`config.mk`:
```
export PLATFORM = sky130hd
export DESIGN_NAME = xcore_if_bim_ctrl
export DESIGN_NICKNAME = d
export VERILOG_FILES = /design/src/rtl/xcore_if_bim_ctrl.sv
export SDC_FILE = /design/constraint.sdc
export NUM_CORES = 1
export LEC_CHECK = 0
export ABC_AREA = 1
export CORE_MARGIN = 2
export CORE_UTILIZATION = 59
export DETAILED_ROUTE_END_ITERATION = 8
export HOLD_SLACK_MARGIN = 0.1
export PLACE_DENSITY = 0.85
export SYNTH_ARGS = -nofsm -noshare
export SYNTH_HDL_FRONTEND = slang
export SYNTH_SLANG_ARGS = --single-unit
```
`constraint.sdc`:
```
create_clock -name i_sys_clk -period 4 [get_ports i_sys_clk]
set_input_delay 0.4 -clock i_sys_clk [delete_from_list [all_inputs] [get_ports i_sys_clk]]
set_output_delay 0.4 -clock i_sys_clk [all_outputs]
set_load 0.005 [all_outputs]
```
`src/rtl/xcore_if_bim_ctrl.sv`:
```
// BIM counter table controller: post-reset clear sweep, commit-update FIFO with
// saturating read-modify-write, and arbitration of the shared RAM read port.
module xcore_if_bim_ctrl #(
  parameter int unsigned ADDR_W     = 10,
  parameter int unsigned DEPTH      = 1024,
  parameter int unsigned FIFO_DEPTH = 4,
  parameter logic [1:0]  INIT_VAL   = 2'b01,
  parameter int unsigned STARVE_LIM = 8
) (
  input  logic              i_sys_clk,
  input  logic              i_sys_rst,
  input  logic              i_bpu_req,
  input  logic [ADDR_W-1:0] i_bpu_addr,
  output logic              o_bpu_valid,
  output logic [1:0]        o_bpu_bits,
  input  logic              i_cmt_valid,
  input  logic [ADDR_W-1:0] i_cmt_addr,
  input  logic              i_cmt_taken,
  output logic              o_cmt_ready,
  output logic [ADDR_W-1:0] o_ram_raddr,
  input  logic [1:0]        i_ram_rdata,
  output logic              o_ram_we,
  output logic [ADDR_W-1:0] o_ram_waddr,
  output logic [1:0]        o_ram_wdata,
  output logic              o_init_done
);

  localparam int unsigned PTR_W = (FIFO_DEPTH > 1) ? $clog2(FIFO_DEPTH) : 1;
  localparam int unsigned CNT_W = $clog2(FIFO_DEPTH + 1);
  localparam int unsigned STV_W = $clog2(STARVE_LIM + 1);

  typedef enum logic [1:0] {INIT, IDLE, READ, WRITE} state_e;

  typedef struct packed {
    logic [ADDR_W-1:0] addr;
    logic              taken;
  } upd_t;

  state_e            state_q, state_d;
  logic [ADDR_W-1:0] sweep_q, sweep_d;
  logic [STV_W-1:0]  starve_q, starve_d;
  upd_t              fifo_q [FIFO_DEPTH];
  upd_t              fifo_d [FIFO_DEPTH];
  logic [PTR_W-1:0]  wr_ptr_q, wr_ptr_d, rd_ptr_q, rd_ptr_d;
  logic [CNT_W-1:0]  count_q, count_d;
  logic              ram_we_q, ram_we_d;
  logic [ADDR_W-1:0] ram_waddr_q, ram_waddr_d;
  logic [1:0]        ram_wdata_q, ram_wdata_d;
  logic              init_done_q, init_done_d;
  logic              cmt_ready_q, cmt_ready_d;
  logic              upd_rd, push, pop;
  upd_t              head;

  always_comb begin
    state_d     = state_q;
    sweep_d     = sweep_q;
    starve_d    = starve_q;
    fifo_d      = fifo_q;
    wr_ptr_d    = wr_ptr_q;
    rd_ptr_d    = rd_ptr_q;
    ram_we_d    = 1'b0;
    ram_waddr_d = ram_waddr_q;
    ram_wdata_d = ram_wdata_q;
    init_done_d = init_done_q;
    upd_rd      = 1'b0;
    pop         = 1'b0;
    push        = i_cmt_valid && cmt_ready_q;
    head        = fifo_q[rd_ptr_q];

    case (state_q)
      INIT: begin
        ram_we_d    = 1'b1;
        ram_waddr_d = sweep_q;
        ram_wdata_d = INIT_VAL;
        sweep_d     = sweep_q + ADDR_W'(1);
        if (sweep_q == ADDR_W'(DEPTH - 1)) begin
          state_d     = IDLE;
          init_done_d = 1'b1;
        end
      end
      IDLE: begin
        if (count_q != '0) state_d = READ;
      end
      READ: begin
        if (i_bpu_req && (starve_q < STV_W'(STARVE_LIM))) begin
          starve_d = starve_q + STV_W'(1);
        end else begin
          // Update owns the read port; new counter value is staged in the write register
          upd_rd      = 1'b1;
          starve_d    = '0;
          state_d     = WRITE;
          ram_we_d    = 1'b1;
          ram_waddr_d = head.addr;
          if (head.taken) ram_wdata_d = (i_ram_rdata == 2'b11) ? 2'b11 : i_ram_rdata + 2'b01;
          else            ram_wdata_d = (i_ram_rdata == 2'b00) ? 2'b00 : i_ram_rdata - 2'b01;
        end
      end
      WRITE: begin
        pop     = 1'b1;
        state_d = ((count_q != CNT_W'(1)) || push) ? READ : IDLE;
      end
      default: state_d = INIT;
    endcase

    if (push) begin
      fifo_d[wr_ptr_q] = '{addr: i_cmt_addr, taken: i_cmt_taken};
      wr_ptr_d         = wr_ptr_q + PTR_W'(1);
    end
    if (pop) rd_ptr_d = rd_ptr_q + PTR_W'(1);
    count_d     = count_q + CNT_W'(push) - CNT_W'(pop);
    cmt_ready_d = init_done_d && (count_d != CNT_W'(FIFO_DEPTH));
  end

  always_ff @(posedge i_sys_clk or posedge i_sys_rst) begin
    if (i_sys_rst) begin
      state_q     <= INIT;
      sweep_q     <= '0;
      starve_q    <= '0;
      for (int i = 0; i < int'(FIFO_DEPTH); i++) fifo_q[i] <= '0;
      wr_ptr_q    <= '0;
      rd_ptr_q    <= '0;
      count_q     <= '0;
      ram_we_q    <= 1'b0;
      ram_waddr_q <= '0;
      ram_wdata_q <= '0;
      init_done_q <= 1'b0;
      cmt_ready_q <= 1'b0;
    end else begin
      state_q     <= state_d;
      sweep_q     <= sweep_d;
      starve_q    <= starve_d;
      fifo_q      <= fifo_d;
      wr_ptr_q    <= wr_ptr_d;
      rd_ptr_q    <= rd_ptr_d;
      count_q     <= count_d;
      ram_we_q    <= ram_we_d;
      ram_waddr_q <= ram_waddr_d;
      ram_wdata_q <= ram_wdata_d;
      init_done_q <= init_done_d;
      cmt_ready_q <= cmt_ready_d;
    end
  end

  // Lookups see the in-flight write to their own index
  assign o_ram_raddr = upd_rd ? head.addr : i_bpu_addr;
  assign o_bpu_valid = i_bpu_req && init_done_q && !upd_rd;
  assign o_bpu_bits  = (ram_we_q && (ram_waddr_q == i_bpu_addr)) ? ram_wdata_q : i_ram_rdata;
  assign o_ram_we    = ram_we_q;
  assign o_ram_waddr = ram_waddr_q;
  assign o_ram_wdata = ram_wdata_q;
  assign o_init_done = init_done_q;
  assign o_cmt_ready = cmt_ready_q;

endmodule

```
# Word level (Yosys, flattened, before mapping)

Cells that the tools add are included.

Flip-flop bits (word level): 82
Bits of input ports: 27
Output and inout port bits: 28
Word-level logic and storage cells: 86

Add/sub/neg operators: 8
$lt $le $gt $ge: 4
Eq/ne operators: 11
Mux-type cells: 27
Bitwise logic cells: 2
Reduce and logical (&&, ||, !) cells: 15

Operators by type and width:

| operator                | number |
|---|---|
| $bwmux W44              | 1 |
| $mux W11                | 3 |
| $bmux W11 S2            | 1 |
| $demux W11 S2           | 1 |
| $mux W10                | 2 |
| $pmux W10 S2            | 1 |
| $mux W2                 | 9 |
| $add A10 B1 Y10 const B | 1 |
| $eq A10 B10 Y1          | 1 |
| $eq A10 B10 Y1 const B  | 1 |
| $pmux W2 S4             | 1 |
| $logic_and A1 B1 Y1     | 7 |
| $add A2 B1 Y2 const B   | 3 |
| $eq A2 B2 Y1 const B    | 3 |
| $ge A3 B3 Y1 const B    | 2 |
| $ne A2 B2 Y1 const B    | 3 |
| $not A2 Y3              | 2 |
| $mux W1                 | 5 |
| $add A4 B1 Y4 const B   | 1 |
| $logic_not A2 Y1        | 2 |
| $lt A4 B4 Y1 const B    | 1 |
| $mux W4                 | 1 |
| $pmux W2 S2             | 1 |
| $add A3 B1 Y3           | 1 |
| other kinds (13)        | 13 |

# Depth between registers and ports, before layout

Word-level depth: 7
Mapped depth: 10
Mapped depth without buffers: 10

# Worst setup path after synthesis

OpenSTA, ideal clock, no wires.

Path type: register to register
Start: reg state_q[0]
End: reg cmt_ready_q, in the netlist o_cmt_ready
Library setup time: 113 ps
Data arrival time: 1678 ps
Data required time: 3887 ps
Path slack: 2209 ps
Cell stages (with the launch flop): 11
Path buffers: 0
Clock period less this slack: 1791 ps
Cell sequence: dfrtp_1 -> nand2_1 -> xor2_1 -> ha_1 -> inv_1 -> fa_1 -> inv_1 -> nor2_1 -> nand2_1 -> nand2_1 -> inv_1

Longest elaborated chain between the ends: 5
Elaborated cells on any way between the ends: 7
Those cells by class: add/sub (1); eq/ne (2); mux (2); reduce/logical (2)

RTL lines:

| element                  | line | RTL |
|---|---|---|
| start: declaration       | 39   | `state_e state_q, state_d;` |
| start signal: assignment | 129  | `state_q <= state_d;` |
| $eq A2 B2 Y1             | 70   | `case (state_q)` |
| $mux W1                  | 70   |  |
| $sub A3 B1 Y3            | 110  | `count_d = count_q + CNT_W'(push) - CNT_W'(pop);` |
| net count_d[1]           | 45   | `logic [CNT_W-1:0] count_q, count_d;` |
| $ne A3 B3 Y1             | 111  | `cmt_ready_d = init_done_d && (count_d != CNT_W'(FIFO_DEPTH));` |
| $logic_and A1 B1 Y1      | 111  |  |
| net cmt_ready_d          | 50   | `logic cmt_ready_q, cmt_ready_d;` |
| end signal: assignment   | 140  | `cmt_ready_q <= cmt_ready_d;` |
| end: declaration         | 50   |  |

The timed path passes the listed nets, and every way through them passes these cells.
A chain may end at the register's enable or synchronous reset.

# Final worst setup path

Start: reg state_q[1]
End: out o_ram_raddr[7]

Longest elaborated chain between the ends: 3

RTL lines:

| element          | line | RTL |
|---|---|---|
| $eq A2 B2 Y1     | 70   |  |
| $mux W1          | 70   |  |
| $mux W10         | 145  | `assign o_ram_raddr = upd_rd ? head.addr : i_bpu_addr;` |
| end: declaration | 20   | `output logic [ADDR_W-1:0] o_ram_raddr,` |

Every way passes these cells.

==> summary.txt <==
fin cells - 640
crit-path max FO - 22
Most used DFF post-synth - dfrtp_1
Simple-Gate Fraction of Synth Area - 23.9%
DR vias/cell - 5.65
# Post-CTS Setup Buffers - 0
Crit path required time - 3.60 ns
largest family of logic cells by synthesized area - simple AND/OR/NAND/NOR gates
Power Density - 579 nW/um^2
die height - 87.1 um
share of cells above drive strength 1 - 4.64%
final worst-path cycle share - 72.2%
Area Growth Syn to Fin - 19.0%
Avg WL per Cell - 15.2 um
CTS max path bufs - 2
peak supply drop - 0.000417 V
Post-Syn Area - 4080 sq um
Area contributors post-synth - dfrtp_1 50%, nand2_1 15%, o21ai_0 8.3%
Post-synth EDFFs - 0
final hold vios - 0
Final Setup Violations - 0
Seq/Total Area, Yosys - 50.3%
Synth async-reset ratio - 100%
Seq cells post-synth - 82
cell with the most instances after synthesis - nand2_1
CP startpoint kind - flip-flop
LEAKAGE - 2.34 nW
Port Buffers - 54
MaxCap Viol Count - 0
area leader, netlist - dfrtp_1
clock sinks - 82
TNS Setup - 0 ns
Distinct cells, synth - 28
DRC Markers - 0
post-CTS sizing - 0
fin crit period - 2.89 ns
initial antenna violation count - 0
Mapped Avg Cell Area - 8.01 sq um
TritonCTS Buffers - 9
vias in the first global route - 3646
slew margin rel. - 33.2%
H-Tree Depth - 3
WL final - 9740 um
worst hold path class - reg -> reg
worst skew pair latency - 0.36 ns
yosys warns - 0
critical setup path kind - reg -> out
compound-gate portion of the synthesized area - 12.5%
net load switching power - 1.05 mW
clock power share - 23.8%
clock root buffer - clkbuf_8
Nets - 591
largest net degree at the start of global routing - 83
Worst Tran Pin Value - 1.00 ns
critical path endpoint category - output pin
Internal - 1.76 mW
Post-Layout Inst Area - 4850 sq um
grt ovf - 0
status - finished, final reports clean
die width - 87.1 um
final number of max-transition violations - 0
Post-CTS Hold Buffers - 0
DR vias - 3613
Final ANT Viol Nets - 0
io pins - 55
Core Box Area - 6760 sq um
XOR/XNOR Fraction of Synth Area - 3.01%
RSZ-0062 raised after global routing - false
FP Rows - 30
adder-cell area share of the yosys netlist - 2.64%
gpl congestion - 0.878
Data arrival, critical path - 2.49 ns
clock-pin slew on the worst setup and hold paths - 0.08 ns
die area - 7590 sq um
Starting Density - 60.4%
combinational power share - 37.6%
clk_skew - 0.0104 ns
Syn Nets - 544
post-synth top area share - 50.3%
Switching Share - 37.5%
mux contribution to synthesized area - 0%
Post-DP HPWL - 6510 um
most frequent cells after synthesis - 160 x nand2_1, 82 x dfrtp_1, 68 x o21ai_0, 53 x inv_1, 43 x nand3_1
GRT Overall Usage - 28.4%
post-placement cell area - 4630 sq um
first drt pass iteration count - 5
Synth Instances - 509
Ant. Diodes - 0
fmax - 346 MHz
placed cell count - 625
Iteration-0 DRC Markers - 372
first-pass GRT wire length - 16700 um
share of power burned in registers - 38.6%
CTS tree - built
area by class of cell:
type | count | area (sq um)
flip-flops and latches | 82 | 2050
repair buffers | 56 | 556
inverters | 56 | 210
well taps | 80 | 100
fillers | 520 | 1910
multi-input cells | 351 | 1710
clock buffers | 13 | 159
clock inverters | 2 | 60.1
worst max-delay path: stages, from the launching register on:
cell	delay [ns]
dfrtp_1	0.46
inv_2	0.08
nor2_4	0.29
nand2_4	0.13
inv_2	0.33
nand3_1	0.14
o21ai_0	0.13
clkdlybuf4s50_1	0.55
power by group through the flow:
stage                     Clock (mW)  Sequential [mW]  Combinational, mW
after CTS                      0.677             1.08               1.05
after global placement             0             1.09               1.01
after global routing           0.710             1.10               1.16
after detailed placement           0             1.10               1.04
after floorplan                    0             1.07              0.669
final                          0.670             1.08               1.06
stage by stage:
stage	utilization [%]	power, mW	hold WS (ns)	worst slack [ns]
2_1_floorplan	-	1.74	0.453	1.49
3_3_place_gp	68.6	2.10	0.465	1.50
3_5_place_dp	68.6	2.13	0.473	1.41
4_1_cts	71.8	2.81	0.491	1.14
5_1_grt	71.8	2.97	0.508	1.01
6_report	71.8	2.81	0.489	1.11
state kept, by name (all words and copies together) (netlist names):
register     cells
fifo_q          44
o_ram_waddr     10
sweep_q         10
starve_q         4
count_q          3
o_ram_wdata      2
rd_ptr_q         2
state_q          2
wr_ptr_q         2
o_cmt_ready      1
o_init_done      1
o_ram_we         1
metal layers:
| layer | track usage [%] | vias to the layer above | wire (um) |
|---|---|---|---|
| met5 | 0 | - | 0 |
| met4 | 13.3 | 0 | 271 |
| met3 | 4.93 | 23 | 671 |
| met2 | 46.7 | 171 | 4720 |
| met1 | 36.8 | 1698 | 4080 |
| li1 | - | 1721 | - |
path summary, 6_finish.rpt:
check / startpoint / end / slack (ns) / cells past startpoint
setup / recovery: state_q[1] / o_ram_raddr[7] / 1.11 / 7
hold / removal: fifo_q[11] / fifo_q[11] / 0.49 / 2
setup reg to reg: state_q[0] / o_cmt_ready / 2.03 / 10
hold reg to reg: fifo_q[11] / fifo_q[11] / 0.49 / 2
max in group asynchronous: i_sys_rst / o_ram_waddr[5] / 2.69 / 3
min in group asynchronous: i_sys_rst / sweep_q[1] / 0.68 / 3
logic make-up (layout without fill, tap and decap cells):
group / Yosys count / after routing
simple gates: 233 / 233
flops: 82 / 82
compound gates: 96 / 96
xor+xnor: 14 / 14
fa+ha+maj: 8 / 8
buf+inv: 76 / 127
cell usage in the layout (no fill, tap or decap), drive strengths merged, types with 6 or more instances in the layout:
cell type / count
dfrtp: 82
xnor2: 6
xor2: 8
nor2: 25
nand3: 43
clkdlybuf4s50: 54
o21ai: 68
clkbuf: 13
a21oi: 13
ha: 7
inv: 56
o22ai: 10
nand2: 162
Note: power is estimated with default switching activity, not from simulation.
==> patch 1, RTL diff (config.mk and constraints unchanged) <==
Re-encode `state_e` (4 states) as one-hot, 4 bits wide.
--- a/src/rtl/xcore_if_bim_ctrl.sv
+++ b/src/rtl/xcore_if_bim_ctrl.sv
@@ -31,3 +31,3 @@
 
-  typedef enum logic [1:0] {INIT, IDLE, READ, WRITE} state_e;
+  typedef enum logic [3:0] {INIT = 4'b0001, IDLE = 4'b0010, READ = 4'b0100, WRITE = 4'b1000} state_e;
 
Check against the original RTL: same outputs for any inputs over 10 cycles, from zero or initial values and one cycle with i_sys_rst high; not proved beyond that.
==> patch 1 against the original RTL <==
- sequential cell count rose by 2
- sequential share of layout area is 0.34 points lower
- area after synthesis increased by 4.8%
- fmax down 7.7%
- power fell by 16%
- routed wire length is 3.3% lower
- clock skew is 0.0012 ns lower
- non-clock buffer count fell by 1
- cell area up 3.3%
- worst setup slack worse by 0.24 ns
- clock power down 20%
- largest cell class unchanged
==> patch 1: results (changes against the original RTL) <==
Status: completed (unchanged)
Yosys cell types: 30 (was 28)
Largest net degree at the start of global routing: 48 (was 83)
Critical path destination: o_ram_raddr[6] (was o_ram_raddr[7])
Non-filler cells, final: 695 (was 640)
Post-Synthesis Cells: 545 (was 509)
VDD IR max: 0.000219 V (was 0.000417 V)
Hold crit path type: input pin to asynchronous set/reset pin (was register to register)
Inst Count DP: 679 (was 625)
M1 GR Usage: 0.339 (was 0.368)
CP peak stage delay: 0.66 ns (was 0.55 ns)
Crit-path leading delay family: buffers and inverters (unchanged)
Cells on worst reg2reg path: 11 (was 10)
RR Endpoint: o_cmt_ready (unchanged)
Lkg Pwr: 2.42 nW (was 2.34 nW)
CP max stage cell: dfrtp_1 (was clkdlybuf4s50_1)
Mapped Nets: 580 (was 544)
R2R setup slack: 1.67 ns (was 2.03 ns)
GP Congestion: 0.876 (was 0.878)
Detailed-router iteration count before antenna repair: 5 (unchanged)
Met3 Routed Length: 544 um (was 671 um)
Final #Nets: 626 (was 591)
Pre-CTS setup slack: 1.31 ns (was 1.41 ns)
Dominant register cell in the synthesized netlist: dfrtp_1 (unchanged)
Gr usage total: 0.250 (was 0.284)
Worst reg2reg path startpoint: state_q[2] (was state_q[0])
Fin crit period: 3.13 ns (was 2.89 ns)
First-pass GRT wire length: 15.2 mm (was 16.7 mm)
Initial DRC count: 276 (was 372)
Max-slew headroom: 0.460 (was 0.332)
Initial antenna violation count: 0 (unchanged)
H-tree depth: 3 (unchanged)
Number of global-route vias before repair: 3,308 (was 3,646)
Root Driver: clkbuf_8 (unchanged)
Critical Path Start: rd_ptr_q[0] (was state_q[1])
Port bufs: 54 (unchanged)
Sequential area share after synthesis: 0.492 (was 0.503)
Fill cell count: 577 (was 520)
Post-Route Skew: 0.00922 ns (was 0.0104 ns)
Met1 Wirelength: 4.20 mm (was 4.08 mm)
Clock slew at reported path FFs: 0.09 ns
Global Route met2 Usage: 0.397 (was 0.467)
CP arrival: 2.73 ns (was 2.49 ns)
Met2 wire len: 4.49 mm (was 4.72 mm)
Clock Tree Buf Depth: 2 (unchanged)
HPWL after DPL: 6.69 mm (was 6.51 mm)
GR Util met3: 0.0425 (was 0.0493)
Commonest cells in the netlist: nand2_1 (205), dfrtp_1 (83), o21ai_0 (70), inv_1 (56), nand3_1 (34) (was nand2_1 (160), dfrtp_1 (82), o21ai_0 (68), inv_1 (53), nand3_1 (43))
Total Wirelength: 9.42 mm (was 9.74 mm)
DR top layer: met4 (unchanged)
Synth area leaders: dfrtp_1 (49%), nand2_1 (18%), o21ai_0 (8.2%) (was dfrtp_1 (50%), nand2_1 (15%), o21ai_0 (8.3%))
Setup repair bufs after CTS: 0 (unchanged)
Vias per cell: 5.27 (was 5.65)
Critical Path Fanout Max: 24 (was 22)
Layout cell share with drive strength beyond 1: 0.0621 (was 0.0464)
patch 1: cell families after synthesis:
logic type / synth area share
flip-flops: 0.492
AND/OR/NAND/NOR: 0.265
AO/OA/AOI/OAI: 0.108
buffers and inverters: 0.0770
adder cells (fa/ha/maj): 0.0252
XOR/XNOR: 0.0328
patch 1: report_power, final:
part / internal (mW) / leakage (nW) / switching [mW]
registers: 0.963 / 1.12 / 0.137
logic: 0.299 / 1.23 / 0.414
clock network: 0.224 / 0.0783 / 0.310
patch 1: cell type report:
type                    instances  area (um^2)  area share
flip-flops and latches         84         2100       0.420
clock buffers                  10          128      0.0255
multi-input cells             382         1840       0.368
inverters                      59          225      0.0449
repair buffers                 55          548       0.109
clock inverters                 6         41.3     0.00824
well taps                      99          124      0.0247
patch 1: metrics by stage:
stage / cell area, um^2 / hold slack, ns
floorplan: 4280 / 0.453
global placement: 4840 / 0.467
detailed placement: 4840 / 0.473
CTS: 5010 / 0.493
global route: 5010 / 0.512
finish: 5010 / 0.471
==> patch 2, RTL diff (config.mk and constraints unchanged) <==
Made on the original files. Set the parameter `ADDR_W` to 12 (it was 10).
--- a/src/rtl/xcore_if_bim_ctrl.sv
+++ b/src/rtl/xcore_if_bim_ctrl.sv
@@ -3,3 +3,3 @@
 module xcore_if_bim_ctrl #(
-  parameter int unsigned ADDR_W     = 10,
+  parameter int unsigned ADDR_W     = 12,
   parameter int unsigned DEPTH      = 1024,
Ports: changed (resized i_bpu_addr, i_cmt_addr, o_ram_raddr and o_ram_waddr); port bits go from 55 to 63. The function was not compared with the original's and may differ.
==> patch 2 against the original RTL <==
- routed wire length is 17% higher
- highest routed layer unchanged
- synthesized cell count is 14% higher
- non-clock buffer count is 9 higher
- area after synthesis is 15% higher
- power is 16% higher
- first-iteration DRC count is 15% lower
- sequential cell count is 12 higher
- largest power group is now combinational logic
- cell area is 15% higher
- worst setup slack better by 0.062 ns
- fmax is 2.2% higher
==> patch 2: results (changes against the original RTL) <==
Status: completed (unchanged)
Critical Path Fanout Max: 27 (was 22)
Hold crit path type: input pin to asynchronous set/reset pin (was register to register)
Sequential area share after synthesis: 0.500 (was 0.503)
Global Route met2 Usage: 0.486 (was 0.467)
Commonest cells in the netlist: nand2_1 (185), dfrtp_1 (94), o21ai_0 (64), inv_1 (57), nand3_1 (44) (was nand2_1 (160), dfrtp_1 (82), o21ai_0 (68), inv_1 (53), nand3_1 (43))
HPWL after DPL: 8.33 mm (was 6.51 mm)
Gr usage total: 0.276 (was 0.284)
First-pass GRT wire length: 18.6 mm (was 16.7 mm)
Largest net degree at the start of global routing: 44 (was 83)
Detailed-router iteration count before antenna repair: 5 (unchanged)
Reg with most FFs: fifo_q (unchanged)
VDD IR max: 0.000391 V (was 0.000417 V)
Initial DRC count: 318 (was 372)
GP Congestion: 0.927 (was 0.878)
CP arrival: 2.43 ns (was 2.49 ns)
Max-slew headroom: 0.425 (was 0.332)
CP max stage cell: dfrtp_1 (was clkdlybuf4s50_1)
Setup repair bufs after CTS: 0 (unchanged)
Non-filler cells, final: 743 (was 640)
Mapped Nets: 620 (was 544)
Max reg flops: 52 (was 44)
Inst Count DP: 727 (was 625)
Crit-path leading delay family: buffers and inverters (unchanged)
DP Area: 5360 um^2 (was 4630 um^2)
Vias per cell: 5.60 (was 5.65)
Final #Nets: 675 (was 591)
Pre-CTS setup slack: 1.46 ns (was 1.41 ns)
GR Util met3: 0.0338 (was 0.0493)
Post-Synthesis Cells: 581 (was 509)
Port bufs: 62 (was 54)
M1 GR Usage: 0.357 (was 0.368)
Lkg Pwr: 2.66 nW (was 2.34 nW)
Number of global-route vias before repair: 3,947 (was 3,646)
Post-Route Skew: 0.0124 ns (was 0.0104 ns)
Synth area leaders: dfrtp_1 (50%), nand2_1 (15%), o21ai_0 (6.8%) (was dfrtp_1 (50%), nand2_1 (15%), o21ai_0 (8.3%))
Yosys cell types: 32 (was 28)
WL/cell: 15.4 um (was 15.2 um)
Clock slew at reported path FFs: 0.10 ns (was 0.08 ns)
Fill cell count: 594 (was 520)
==> patch 2: power breakdown <==
part	total, mW	internal [mW]	leakage [nW]	switching [mW]
Sequential	1.27	1.10	1.25	0.174
Combinational	1.32	0.564	1.31	0.758
Clock	0.669	0.317	0.109	0.352
Total	3.26	1.98	2.66	1.28
==> patch 2: layer usage <==
metal | routed length [um] | up-vias
li1 | - | 1970
met1 | 4650 | 1969
met2 | 5780 | 194
met3 | 722 | 29
met4 | 254 | 0
met5 | 0 | -
==> patch 2: worst paths after layout <==
path,cells past startpoint,start,slack [ns],end
setup / recovery,8,rd_ptr_q[0],1.17,o_ram_raddr[0]
hold / removal,2,i_sys_rst,0.45,fifo_q[1]
setup reg to reg,9,state_q[0],1.78,o_cmt_ready
hold reg to reg,1,sweep_q[9],0.50,sweep_q[9]
max in group asynchronous,3,i_sys_rst,2.70,count_q[2]
min in group i_sys_clk,1,sweep_q[9],0.50,sweep_q[9]
==> patch 2: cells by family after synthesis <==
logic type | Yosys count | synth area share
flops | 94 | 0.500
simple gates | 269 | 0.239
xor+xnor | 15 | 0.0279
buf+inv | 84 | 0.0751
fa+ha+maj | 8 | 0.0229
compound gates | 111 | 0.134
==> patch 2: layout make-up <==
type	instances	area (um^2)	area share
clock buffers	10	138	0.0247
clock inverters	6	76.3	0.0137
inverters	63	240	0.0431
multi-input cells	403	2000	0.358
flip-flops and latches	94	2350	0.422
well taps	102	128	0.0229
repair buffers	65	643	0.115
==> patch 2: through the flow <==
stage	utilization	power (mW)	hold slack, ns
final	0.721	3.26	0.450
after global placement	0.693	2.55	0.467
after floorplan	-	2.15	0.448
after detailed placement	0.693	2.60	0.474
after global routing	0.721	3.47	0.510
after CTS	0.721	3.27	0.471
